File: src/rtl/id_ex_pipeline_reg_pkg.sv
// Shared widths, ALU op codes and bundle types for the ID/EX pipeline register.
package pipeline_pkg;

  localparam int XLEN       = 32;
  localparam int REG_ADDR_W = 5;
  localparam int ALU_CTRL_W = 3;

  localparam logic [ALU_CTRL_W-1:0] ALU_ADD = 3'b000;
  localparam logic [ALU_CTRL_W-1:0] ALU_SUB = 3'b001;
  localparam logic [ALU_CTRL_W-1:0] ALU_AND = 3'b010;
  localparam logic [ALU_CTRL_W-1:0] ALU_OR  = 3'b011;
  localparam logic [ALU_CTRL_W-1:0] ALU_SLT = 3'b101;
  localparam logic [ALU_CTRL_W-1:0] ALU_ILL = 3'b111;

  typedef struct packed {
    logic                  reg_write;
    logic                  result_src;
    logic                  mem_write;
    logic                  jump;
    logic                  branch;
    logic [ALU_CTRL_W-1:0] alu_control;
    logic                  alu_src;
  } ctrl_bundle_t;

  typedef struct packed {
    logic [XLEN-1:0]       rd1;
    logic [XLEN-1:0]       rd2;
    logic [XLEN-1:0]       pc;
    logic [XLEN-1:0]       pc_plus4;
    logic [XLEN-1:0]       imm_ext;
    logic [REG_ADDR_W-1:0] rs1;
    logic [REG_ADDR_W-1:0] rs2;
    logic [REG_ADDR_W-1:0] rd;
  } dp_bundle_t;

  // A bubble is an all-zero bundle: no side effects, ALU op = add.
  localparam ctrl_bundle_t CTRL_BUBBLE = '{
    reg_write: 1'b0, result_src: 1'b0, mem_write: 1'b0, jump: 1'b0,
    branch: 1'b0, alu_control: ALU_ADD, alu_src: 1'b0
  };

endpackage

File: src/rtl/id_ex_pipeline_reg_pipe_field_reg.sv
// Generic bundle register: async reset, synchronous clear (bubble) beats enable (hold).
module pipe_field_reg #(
  parameter int WIDTH = 1
) (
  input  logic             i_clk,
  input  logic             i_reset,
  input  logic             i_en,
  input  logic             i_clr,
  input  logic [WIDTH-1:0] i_d,
  output logic [WIDTH-1:0] o_q
);

  logic [WIDTH-1:0] r_q;

  always_ff @(posedge i_clk or posedge i_reset) begin
    if (i_reset) begin
      r_q <= '0;
    end else if (i_clr) begin
      r_q <= '0;
    end else if (i_en) begin
      r_q <= i_d;
    end
  end

  assign o_q = r_q;

endmodule

File: src/rtl/id_ex_pipeline_reg.sv
// Decode->Execute pipeline register with stall (hold) and flush (bubble).
// Optional bubble counter output bubble_cnt_E when ID_EX_PERF_CNT_EN is defined.
module id_ex_pipeline_reg
  import pipeline_pkg::*;
(
  input  logic                  clk,
  input  logic                  reset,
  input  logic                  stall_E,
  input  logic                  flush_E,
  input  logic                  valid_D,
  input  logic                  RegWrite_D,
  input  logic                  ResultSrc_D,
  input  logic                  MemWrite_D,
  input  logic                  Jump_D,
  input  logic                  Branch_D,
  input  logic [ALU_CTRL_W-1:0] ALUControl_D,
  input  logic                  ALUSrc_D,
  input  logic [XLEN-1:0]       RD1_D,
  input  logic [XLEN-1:0]       RD2_D,
  input  logic [XLEN-1:0]       PC_D,
  input  logic [XLEN-1:0]       PCPlus4_D,
  input  logic [XLEN-1:0]       ImmExt_D,
  input  logic [REG_ADDR_W-1:0] Rs1_D,
  input  logic [REG_ADDR_W-1:0] Rs2_D,
  input  logic [REG_ADDR_W-1:0] Rd_D,
  output logic                  valid_E,
  output logic                  RegWrite_E,
  output logic                  ResultSrc_E,
  output logic                  MemWrite_E,
  output logic                  Jump_E,
  output logic                  Branch_E,
  output logic [ALU_CTRL_W-1:0] ALUControl_E,
  output logic                  ALUSrc_E,
  output logic [XLEN-1:0]       RD1_E,
  output logic [XLEN-1:0]       RD2_E,
  output logic [XLEN-1:0]       PC_E,
  output logic [XLEN-1:0]       PCPlus4_E,
  output logic [XLEN-1:0]       ImmExt_E,
  output logic [REG_ADDR_W-1:0] Rs1_E,
  output logic [REG_ADDR_W-1:0] Rs2_E,
  output logic [REG_ADDR_W-1:0] Rd_E
`ifdef ID_EX_PERF_CNT_EN
  ,
  output logic [31:0]           bubble_cnt_E
`endif
);

  localparam int CTRL_W = $bits(ctrl_bundle_t) + 1;
  localparam int DP_W   = $bits(dp_bundle_t);

  ctrl_bundle_t      w_ctrl_d;
  ctrl_bundle_t      w_ctrl_q;
  dp_bundle_t        w_dp_d;
  dp_bundle_t        w_dp_q;
  logic              w_valid_q;
  logic              w_en;
  logic [CTRL_W-1:0] w_ctrl_vec_d;
  logic [CTRL_W-1:0] w_ctrl_vec_q;
  logic [DP_W-1:0]   w_dp_vec_q;

  // An invalid decode slot must not carry side effects into EX.
  always_comb begin
    w_ctrl_d             = CTRL_BUBBLE;
    w_ctrl_d.result_src  = ResultSrc_D;
    w_ctrl_d.alu_control = ALUControl_D;
    w_ctrl_d.alu_src     = ALUSrc_D;
    if (valid_D) begin
      w_ctrl_d.reg_write = RegWrite_D;
      w_ctrl_d.mem_write = MemWrite_D;
      w_ctrl_d.jump      = Jump_D;
      w_ctrl_d.branch    = Branch_D;
    end
  end

  assign w_dp_d = '{
    rd1: RD1_D, rd2: RD2_D, pc: PC_D, pc_plus4: PCPlus4_D,
    imm_ext: ImmExt_D, rs1: Rs1_D, rs2: Rs2_D, rd: Rd_D
  };

  assign w_en         = ~stall_E;
  assign w_ctrl_vec_d = {valid_D, w_ctrl_d};

  pipe_field_reg #(.WIDTH(CTRL_W)) u_ctrl_reg (
    .i_clk   (clk),
    .i_reset (reset),
    .i_en    (w_en),
    .i_clr   (flush_E),
    .i_d     (w_ctrl_vec_d),
    .o_q     (w_ctrl_vec_q)
  );

  pipe_field_reg #(.WIDTH(DP_W)) u_dp_reg (
    .i_clk   (clk),
    .i_reset (reset),
    .i_en    (w_en),
    .i_clr   (flush_E),
    .i_d     (w_dp_d),
    .o_q     (w_dp_vec_q)
  );

  assign {w_valid_q, w_ctrl_q} = w_ctrl_vec_q;
  assign w_dp_q                = w_dp_vec_q;

  assign valid_E      = w_valid_q;
  assign RegWrite_E   = w_ctrl_q.reg_write;
  assign ResultSrc_E  = w_ctrl_q.result_src;
  assign MemWrite_E   = w_ctrl_q.mem_write;
  assign Jump_E       = w_ctrl_q.jump;
  assign Branch_E     = w_ctrl_q.branch;
  assign ALUControl_E = w_ctrl_q.alu_control;
  assign ALUSrc_E     = w_ctrl_q.alu_src;
  assign RD1_E        = w_dp_q.rd1;
  assign RD2_E        = w_dp_q.rd2;
  assign PC_E         = w_dp_q.pc;
  assign PCPlus4_E    = w_dp_q.pc_plus4;
  assign ImmExt_E     = w_dp_q.imm_ext;
  assign Rs1_E        = w_dp_q.rs1;
  assign Rs2_E        = w_dp_q.rs2;
  assign Rd_E         = w_dp_q.rd;

`ifdef ID_EX_PERF_CNT_EN
  logic [31:0] r_bubble_cnt;

  // Counts flush bubbles and unstalled loads of an empty decode slot.
  always_ff @(posedge clk or posedge reset) begin
    if (reset) begin
      r_bubble_cnt <= '0;
    end else if (flush_E || (!stall_E && !valid_D)) begin
      r_bubble_cnt <= r_bubble_cnt + 32'd1;
    end
  end

  assign bubble_cnt_E = r_bubble_cnt;
`endif

  a_bubble_quiet: assert property (@(posedge clk)
    !valid_E |-> !(RegWrite_E | MemWrite_E | Jump_E | Branch_E));

endmodule

File: config.mk
export PLATFORM = sky130hd
export DESIGN_NAME = id_ex_pipeline_reg
export DESIGN_NICKNAME = d
export VERILOG_FILES = /design/src/rtl/id_ex_pipeline_reg_pkg.sv /design/src/rtl/id_ex_pipeline_reg_pipe_field_reg.sv /design/src/rtl/id_ex_pipeline_reg.sv
export SDC_FILE = /design/constraint.sdc
export NUM_CORES = 1
export LEC_CHECK = 0
export ABC_AREA = 1
export BUFFER_PORTS_ARGS = -buffer_cell sky130_fd_sc_hd__buf_2
export CAP_MARGIN = 15
export CORE_AREA = 4 4 145 147
export DETAILED_ROUTE_END_ITERATION = 16
export DIE_AREA = 0 0 149 151
export PLACE_DENSITY = 0.68
export SYNTH_ARGS = -nofsm -noshare
export SYNTH_HDL_FRONTEND = slang
export SYNTH_SLANG_ARGS = --single-unit
File: constraint.sdc
create_clock -name clk -period 6.87 [get_ports clk]
set_input_delay 0.687 -clock clk [delete_from_list [all_inputs] [get_ports clk]]
set_output_delay 0.687 -clock clk [all_outputs]
set_load 0.01 [all_outputs]
# --- Word level (Yosys, flattened, before mapping) ---
# Cells that the tools add are included.
# Widths: inputs -> output; s select.
totals:
  out_inout_bits: 185
  register_bits: 185
  word_cells: 9
classes:
  mux: 6
  n_eq_ne: 1
ops:
  columns: ["operator", "count"]
  rows:
  - ["$mux 175", 2]
  - ["$mux 10", 2]
  - ["$mux 3", 1]
  - ["$ne 2x1->1 const B", 1]
  - ["$mux 1", 1]

# --- Depth between registers and ports, before layout ---
# Gate-level depths: netlist of run 1.
depth:
  word_depth: 3
  mapped_depth: 6
  ltp_nobuf: 4

# --- Modules after synthesis ---
# Synthesis of run 1 repeated with hierarchy kept, for this count alone.
hier_totals:
  hier_cells: 814
  hier_area_um2: 7397.1
modules_own_cells:
  columns: ["module", "cells_per_inst", "area_each_um2", "n_inst"]
  rows:
  - ["pipe_field_reg at u_dp_reg", 761, 6957.9, 1]
  - ["pipe_field_reg at u_ctrl_reg", 44, 405.4, 1]
  - ["id_ex_pipeline_reg", 9, 33.8, 1]

# --- Least setup slack after synthesis of run 1 ---
# No wires, ideal clock.
synth_path:
  kind: "input-to-reg"
  start: "input port flush_E"
  end: "register u_dp_reg.r_q[100], in the netlist u_dp_reg.o_q[100]"
  path_stages: 5
  required_time_ns: 6.805
  path_slack_ns: 5.500
  n_path_buf: 2
  t_arrival_ns: 1.305
  setup_time_ns: 0.065
  path_cell_list: "nor2_2 buf_2 buf_2 nand2_1 nand2_1"
synth_via:
  elab_chain_cells: 1
  word_cells_on_any_way: 2
  cone_classes: "eq/ne: 1; mux: 1"
synth_rtl:
  columns: ["element", "line", "source"]
  rows:
  - ["from (decl)", "id_ex_pipeline_reg.sv:9", "input logic flush_E,"]
  - ["$ne 2x1->1 (no source line) or $mux 175 (tied branches)", null, null]
  - ["to (signal assigned)", "id_ex_pipeline_reg_pipe_field_reg.sv:21", "r_q <= i_d;"]
  - ["to (decl)", "id_ex_pipeline_reg_pipe_field_reg.sv:13", "logic [WIDTH-1:0] r_q;"]
# Several ways; a longest one is shown, not always the timed one.
# A chain may end at the register's enable or synchronous reset.

# --- Final worst setup path of run 1 ---
layout_path:
  start: "input port stall_E"
  end: "register u_dp_reg.r_q[87], in the netlist u_dp_reg.o_q[87]"
layout_via:
  elab_chain_cells: 1
layout_rtl:
  columns: ["element", "line", "source"]
  rows:
  - ["from (decl)", "id_ex_pipeline_reg.sv:8", "input logic stall_E,"]
  - ["$ne 2x1->1 (no source line)", null, null]
# No other way between the ends.

==> reports/qor.txt, run 1 <==
first drt pass iteration count = 5
area used by multi-input combinational logic = 2110 µm²
FF+latch area = 4630 µm²
VDD IR max = 143 µV
final std cell area, no fill = 9570 µm²
area of the core = 19900 µm²
relative contribution of the clock network to total power = 39.9%
via/cell ratio = 4.29
area growth from synthesis to layout = 38.0%
hold depth = 3
gate family responsible for the most delay along the worst path = buffers and inverters
WP data arrival = 2.84 ns
pre-CTS setup slack = 3.95 ns
die outline height = 151 µm
power per cell area = 251 nW/µm²
Initial Util = 34.8%
CTS hold repair buffers = 0
I/O pin total = 374
origin of the worst setup path = stall_E
final number of max-transition violations = 0
master cell of the clock root buffer = sky130_fd_sc_hd__clkbuf_16
reg2reg path depth = 2
worst clock skew = 0 ns
shortest clock period the worst path allows after layout = 2.49 ns
crit-path cells = buf_2 -> inv_2 -> nor2_4 -> buf_4 -> buf_4 -> nand2_1 -> nand2_1
switching share of power = 26.9%
global-route wire length before repair = 30.9 mm
endpoint with the worst hold slack = u_dp_reg.o_q[80]
portion of the post-synthesis area used by sequential elements = 66.8%
count of synthesis-stage warnings from yosys = 0
CP required = 7.22 ns
overflow left after global routing = 0
DRT iter0 DRCs = 307
placed cell areas = 8990 µm²
Critical Path Fanout Max = 96
worst hold margin = 0.457 ns
Die Footprint = 22500 µm²
number of antenna violations at the first check in global routing = 2
final estimated routing congestion in global placement = 0.834
Site Rows = 52
pin count of the biggest net entering global routing = 112
Hold Crit Start = PC_D[1]
Setup-failing EPs final = 0
Final Util = 48.1%
Post-CTS Repair Setup Buffers = 0
number of flip-flops and latches in the synthesized netlist = 185
DRC violations left = 0
fin worst setup slack = 4.38 ns
register-to-register setup slack = 6.21 ns
global routing usage on met1 = 22.9%
post-placement cell count = 1392
share of power burned in combinational logic = 11.0%
reg-to-reg critical path endpoint = u_dp_reg.o_q[120]
number of vias in the routed layout = 6109
Max Fclk = 401 MHz
switching component of the power = 647 µW
Leak = 5.98 nW
Sink Count = 185
number of H-tree levels = 4
class of the tightest hold or removal check = in2reg
Worst-Skew Late Latency = 0.42 ns
Fin Setup TNS = 0 ns
Worst Setup End Kind = flip-flop
internal power of the cells = 1.76 mW
vias in the first global route = 5933
CTS Buf Count = 17
Syn Area/Cell = 8.85 µm²
Routed WL = 20.0 mm
GRT met2 Usage = 27.5%
number of hold violations in the final report = 0
path type of the worst setup path = in2reg
fraction of final layout cells with drive strength greater than 1 = 35.9%
share of the clock period used by the worst path after layout = 36.3%
count of instances resized after the clock tree is built = 0
Post-Synthesis Net Count = 973
slowest CP cell = sky130_fd_sc_hd__buf_4
layout net count = 1330
Final Instance Count excl. Fillers = 1425
average wire length per cell after detail routing = 14.0 µm
Critical Path Max Stage Delay = 0.84 ns
placed wire-length estimate = 14.1 mm
Die X = 149 µm
number of max-capacitance violations reported = 0
maximum count of clock buffers along a single path = 2
number of different library cells in the post-synthesis netlist = 9
combined area of all synthesized cells = 6940 µm²
most used routing layer in global routing = met2
relative slew slack = 31.8%
Reg clk slew, reported paths = 0.08 ns
number of standard cells after synthesis = 784
unrepaired setup endpoints after global routing = no
CTS tree = yes
global-route track usage on met3 = 4.58%
power share of the sequential group = 49.0%
crit path launch type = primary input
number of I/O port buffers = 373
number of nets still failing antenna checks after routing = 0
global router's overall resource usage = 17.2%
Power Total = 2.41 mW
filler cell count in the final layout = 1991
outcome = finished clean
startpoint of the worst-slack reg-to-reg timing path = u_dp_reg.o_q[120]
slew at the pin closest to its max-slew limit = 1.02 ns
total buffers and inverters traversed by the critical path = 4
## per-layer routing
metal / vias to the layer above / routed length (µm)
met5: - / 13
met1: 2814 / 8520
met4: 2 / 477
li1: 3058 / -
met3: 31 / 1300
met2: 204 / 9710
## cells in the mapped netlist
master                     number  area [µm²]
sky130_fd_sc_hd__buf_2         34         170
sky130_fd_sc_hd__nand2_1      551        2070
sky130_fd_sc_hd__inv_1          1        3.75
sky130_fd_sc_hd__inv_2          1        3.75
sky130_fd_sc_hd__clkbuf_1       6        22.5
sky130_fd_sc_hd__nor2_2         1        6.26
sky130_fd_sc_hd__dfrtp_1      185        4630
sky130_fd_sc_hd__nand3_1        4        20.0
sky130_fd_sc_hd__nor2_4         1        11.3
## worst register-to-register path: cells and delay by family (launching register included)
family / cells / cell delay [ns]
flip-flops: 1 / 0.42
AND/OR/NAND/NOR: 2 / 0.14
## cells by family (layout without fill, tap and decap cells)
logic type	Yosys count	count (layout)	share of synthesized area [%]
buffers and inverters	42	412	2.89
AND/OR/NAND/NOR	557	557	30.4
other	0	1	0
flip-flops	185	185	66.8
## worst max-delay path by stage
stage | endpoint | slack [ns] | cells past startpoint
after global placement | u_dp_reg.o_q[59] | 3.99 | 7
final | u_dp_reg.o_q[87] | 4.38 | 7
after CTS | u_ctrl_reg.o_q[5] | 4.40 | 7
after floorplan | u_ctrl_reg.o_q[0] | 1.15 | 1
after global routing | u_dp_reg.o_q[85] | 4.19 | 7
after detailed placement | u_ctrl_reg.o_q[8] | 3.95 | 7
## state kept, by name (all words and copies together), names as in the netlist
name            cells
u_dp_reg.o_q      175
u_ctrl_reg.o_q     10
## layout by cell type (no fill, tap or decap)
cell type                      n
sky130_fd_sc_hd__nand2_1     551
sky130_fd_sc_hd__buf_2       373
sky130_fd_sc_hd__dfrtp_1     185
sky130_fd_sc_hd__clkbuf_16    17
sky130_fd_sc_hd__buf_4         5
sky130_fd_sc_hd__inv_6         4
sky130_fd_sc_hd__nand3_1       4
sky130_fd_sc_hd__clkinvlp_4    4
sky130_fd_sc_hd__clkbuf_8      3
sky130_fd_sc_hd__inv_8         3
sky130_fd_sc_hd__nor2_4        2
sky130_fd_sc_hd__clkinv_4      2
sky130_fd_sc_hd__diode_2       1
sky130_fd_sc_hd__inv_2         1
## power groups by stage
stage          clock [mW]  sequential [mW]  combinational (mW)
2_1_floorplan           0             1.23              0.0938
3_3_place_gp            0             1.20               0.270
3_5_place_dp            0             1.20               0.273
4_1_cts             0.988             1.18               0.273
5_1_grt              1.04             1.19               0.298
6_report            0.961             1.18               0.266
## layout make-up
type	instances	share of cell area, %
Antenna cell	1	0.0261
Clock buffer	20	4.88
Clock inverter	12	1.12
Inverter	2	0.131
Multi-Input combinational cell	557	22.1
Sequential cell	185	48.4
Tap cell	270	3.53
Timing Repair Buffer	378	19.9
Note: power is estimated with default switching activity, not from simulation.
==> run 2: changes to the inputs <==
- ABC_AREA: 1 -> 0
- PLACE_DENSITY: 0.68 -> 0.71
- clock period: 6.87 -> 2.6 ns (I/O delays scaled with it)
==> reports/qor.txt, run 2 <==
outcome = complete, but fails checks
failing checks = negative hold slack
VDD IR max = 436 µV
slowest CP cell = sky130_fd_sc_hd__dfrtp_1
global router's overall resource usage = 16.5%
via/cell ratio = 4.58
CP required = 2.34 ns
unrepaired setup endpoints after global routing = no
most common cell in the synthesized netlist = sky130_fd_sc_hd__dfrtp_1
master cell of the clock root buffer = sky130_fd_sc_hd__clkbuf_16
fraction of final layout cells with drive strength greater than 1 = 42.4%
count of synthesis-stage warnings from yosys = 0
gate family responsible for the most delay along the worst path = flip-flops
crit-path cells = buf_2
Max Fclk = 808 MHz
total buffers and inverters traversed by the critical path = 1
filler cell count in the final layout = 1806
DRC violations left = 0
layout net count = 1151
commonest non-fill, non-tap cells in the layout = sky130_fd_sc_hd__buf_2 (371), sky130_fd_sc_hd__dfrtp_1 (185), sky130_fd_sc_hd__mux2i_1 (181), sky130_fd_sc_hd__nor2_1 (181), sky130_fd_sc_hd__clkbuf_16 (17)
global-route wire length before repair = 29.6 mm
I/O pin total = 374
relative slew slack = 62.1%
worst hold margin = -0.0118 ns
shortest clock period the worst path allows after layout = 1.24 ns
area of the core = 19900 µm²
average wire length per cell after detail routing = 15.6 µm
number of hold violations in the final report = 7
Commonest cells post-synth = sky130_fd_sc_hd__dfrtp_1 (185), sky130_fd_sc_hd__mux2i_1 (181), sky130_fd_sc_hd__nor2_1 (181)
pin count of the biggest net entering global routing = 96
diode count = 0
first drt pass iteration count = 5
area used by multi-input combinational logic = 2560 µm²
CTS hold repair buffers = 0
most common library cell in the layout ignoring fill and taps = sky130_fd_sc_hd__buf_2
Setup-failing EPs final = 0
number of standard cells after synthesis = 602
Fin Setup TNS = 0 ns
number of flip-flops under the largest register name = 175
Critical Path Fanout Max = 2
class of the tightest hold or removal check = in2async
FF+latch area = 4630 µm²
Sink Count = 185
number of H-tree levels = 4
WP data arrival = 0.98 ns
Worst-Skew Late Latency = 0.41 ns
portion of the post-synthesis area used by sequential elements = 61.9%
Leak = 5.93 nW
power per cell area = 660 nW/µm²
final number of max-transition violations = 0
Final Util = 51.3%
number of max-capacitance violations reported = 0
Critical Path Max Stage Delay = 0.42 ns
number of I/O port buffers = 373
Worst Setup End Kind = output port
Syn Area/Cell = 12.4 µm²
share of the clock period used by the worst path after layout = 47.6%
placed wire-length estimate = 14.1 mm
Die Footprint = 22500 µm²
combined area of all synthesized cells = 7480 µm²
number of vias in the routed layout = 5688
worst clock skew = 0 ns
number of nets still failing antenna checks after routing = 0
final estimated routing congestion in global placement = 0.769
leading area contributor after synthesis = sky130_fd_sc_hd__dfrtp_1
async set-or-reset flop fraction in the synthesized netlist = 100%
Die X = 149 µm
slew at the pin closest to its max-slew limit = 0.569 ns
CTS Buf Count = 17
number of different library cells in the post-synthesis netlist = 12
Primary FF master, synth = sky130_fd_sc_hd__dfrtp_1
DRT iter0 DRCs = 215
crit path launch type = flip-flop
Post-CTS Repair Setup Buffers = 0
Initial Util = 37.6%
Post-Synthesis Net Count = 791
maximum count of clock buffers along a single path = 2
Site Rows = 52
top-area cell type share of the netlist area = 61.9%
number of flip-flops and latches in the synthesized netlist = 185
leading cell types by total area after synthesis = sky130_fd_sc_hd__dfrtp_1 (62%), sky130_fd_sc_hd__mux2i_1 (24%), sky130_fd_sc_hd__nor2_1 (9.1%)
count of instances resized after the clock tree is built = 0
Reg clk slew, reported paths = 0.07 ns
Post-synth EDFFs = 0
path type of the worst setup path = reg2out
Routed WL = 19.4 mm
CTS tree = yes
die outline height = 151 µm
vias in the first global route = 5746
number of antenna violations at the first check in global routing = 0
Power Total = 6.73 mW
overflow left after global routing = 0
area growth from synthesis to layout = 36.4%
-- run 2: path summary, 6_finish.rpt --
kind,to,cells after the start,slack (ns),startpoint
min in group clk,u_dp_reg.o_q[141],3,0.08,RD2_D[30]
max in group asynchronous,u_dp_reg.o_q[126],3,2.16,reset
worst max-delay path,PCPlus4_E[5],1,1.36,u_dp_reg.o_q[52]
worst min register to register,u_dp_reg.o_q[120],2,0.52,u_dp_reg.o_q[120]
worst max register to register,u_dp_reg.o_q[5],2,1.86,u_dp_reg.o_q[5]
worst min-delay path,u_dp_reg.o_q[11],3,-0.01,reset
-- run 2: where the power goes --
group / switching (mW) / internal, mW
sequential: 0.0870 / 3.04
combinational: 0.471 / 0.400
clock: 1.12 / 1.62
-- run 2: cell type report --
type,instances,area share (%)
Inverter,1,0.0736
Tap cell,270,3.31
Multi-Input combinational cell,374,25.1
Clock inverter,12,1.85
Clock buffer,18,4.21
Sequential cell,185,45.4
Timing Repair Buffer,383,20.1
-- run 2: routing by layer --
metal  part of all wire [%]  GRT usage [%]  vias up
met3                    8.9           5.30       12
met4                    1.0           4.39        0
li1                       -              -     2710
met2                     50           28.0      247
met5                      0              0        -
met1                     40           20.5     2719
-- run 2: cells by family (layout without fill, tap and decap cells) --
| logic type | after synthesis | in the layout | synth area share (%) |
|---|---|---|---|
| simple gates | 189 | 189 | 9.68 |
| flops | 185 | 185 | 61.9 |
| mux | 181 | 181 | 24.2 |
| buf+inv | 43 | 414 | 3.96 |
| compound gates | 4 | 4 | 0.268 |
-- run 2: per-stage QoR --
step | cells | hold WS, ns | setup slack [ns] | cell area (µm²)
after floorplan | 602 | 0.413 | -0.0385 | 7490
after global placement | 1213 | 0.469 | 1.12 | 9590
after detailed placement | 1213 | 0.474 | 1.09 | 9590
after CTS | 1243 | 0.0232 | 1.33 | 10200
after global routing | 1243 | 0.0251 | 1.30 | 10200
final | 1243 | -0.0118 | 1.36 | 10200
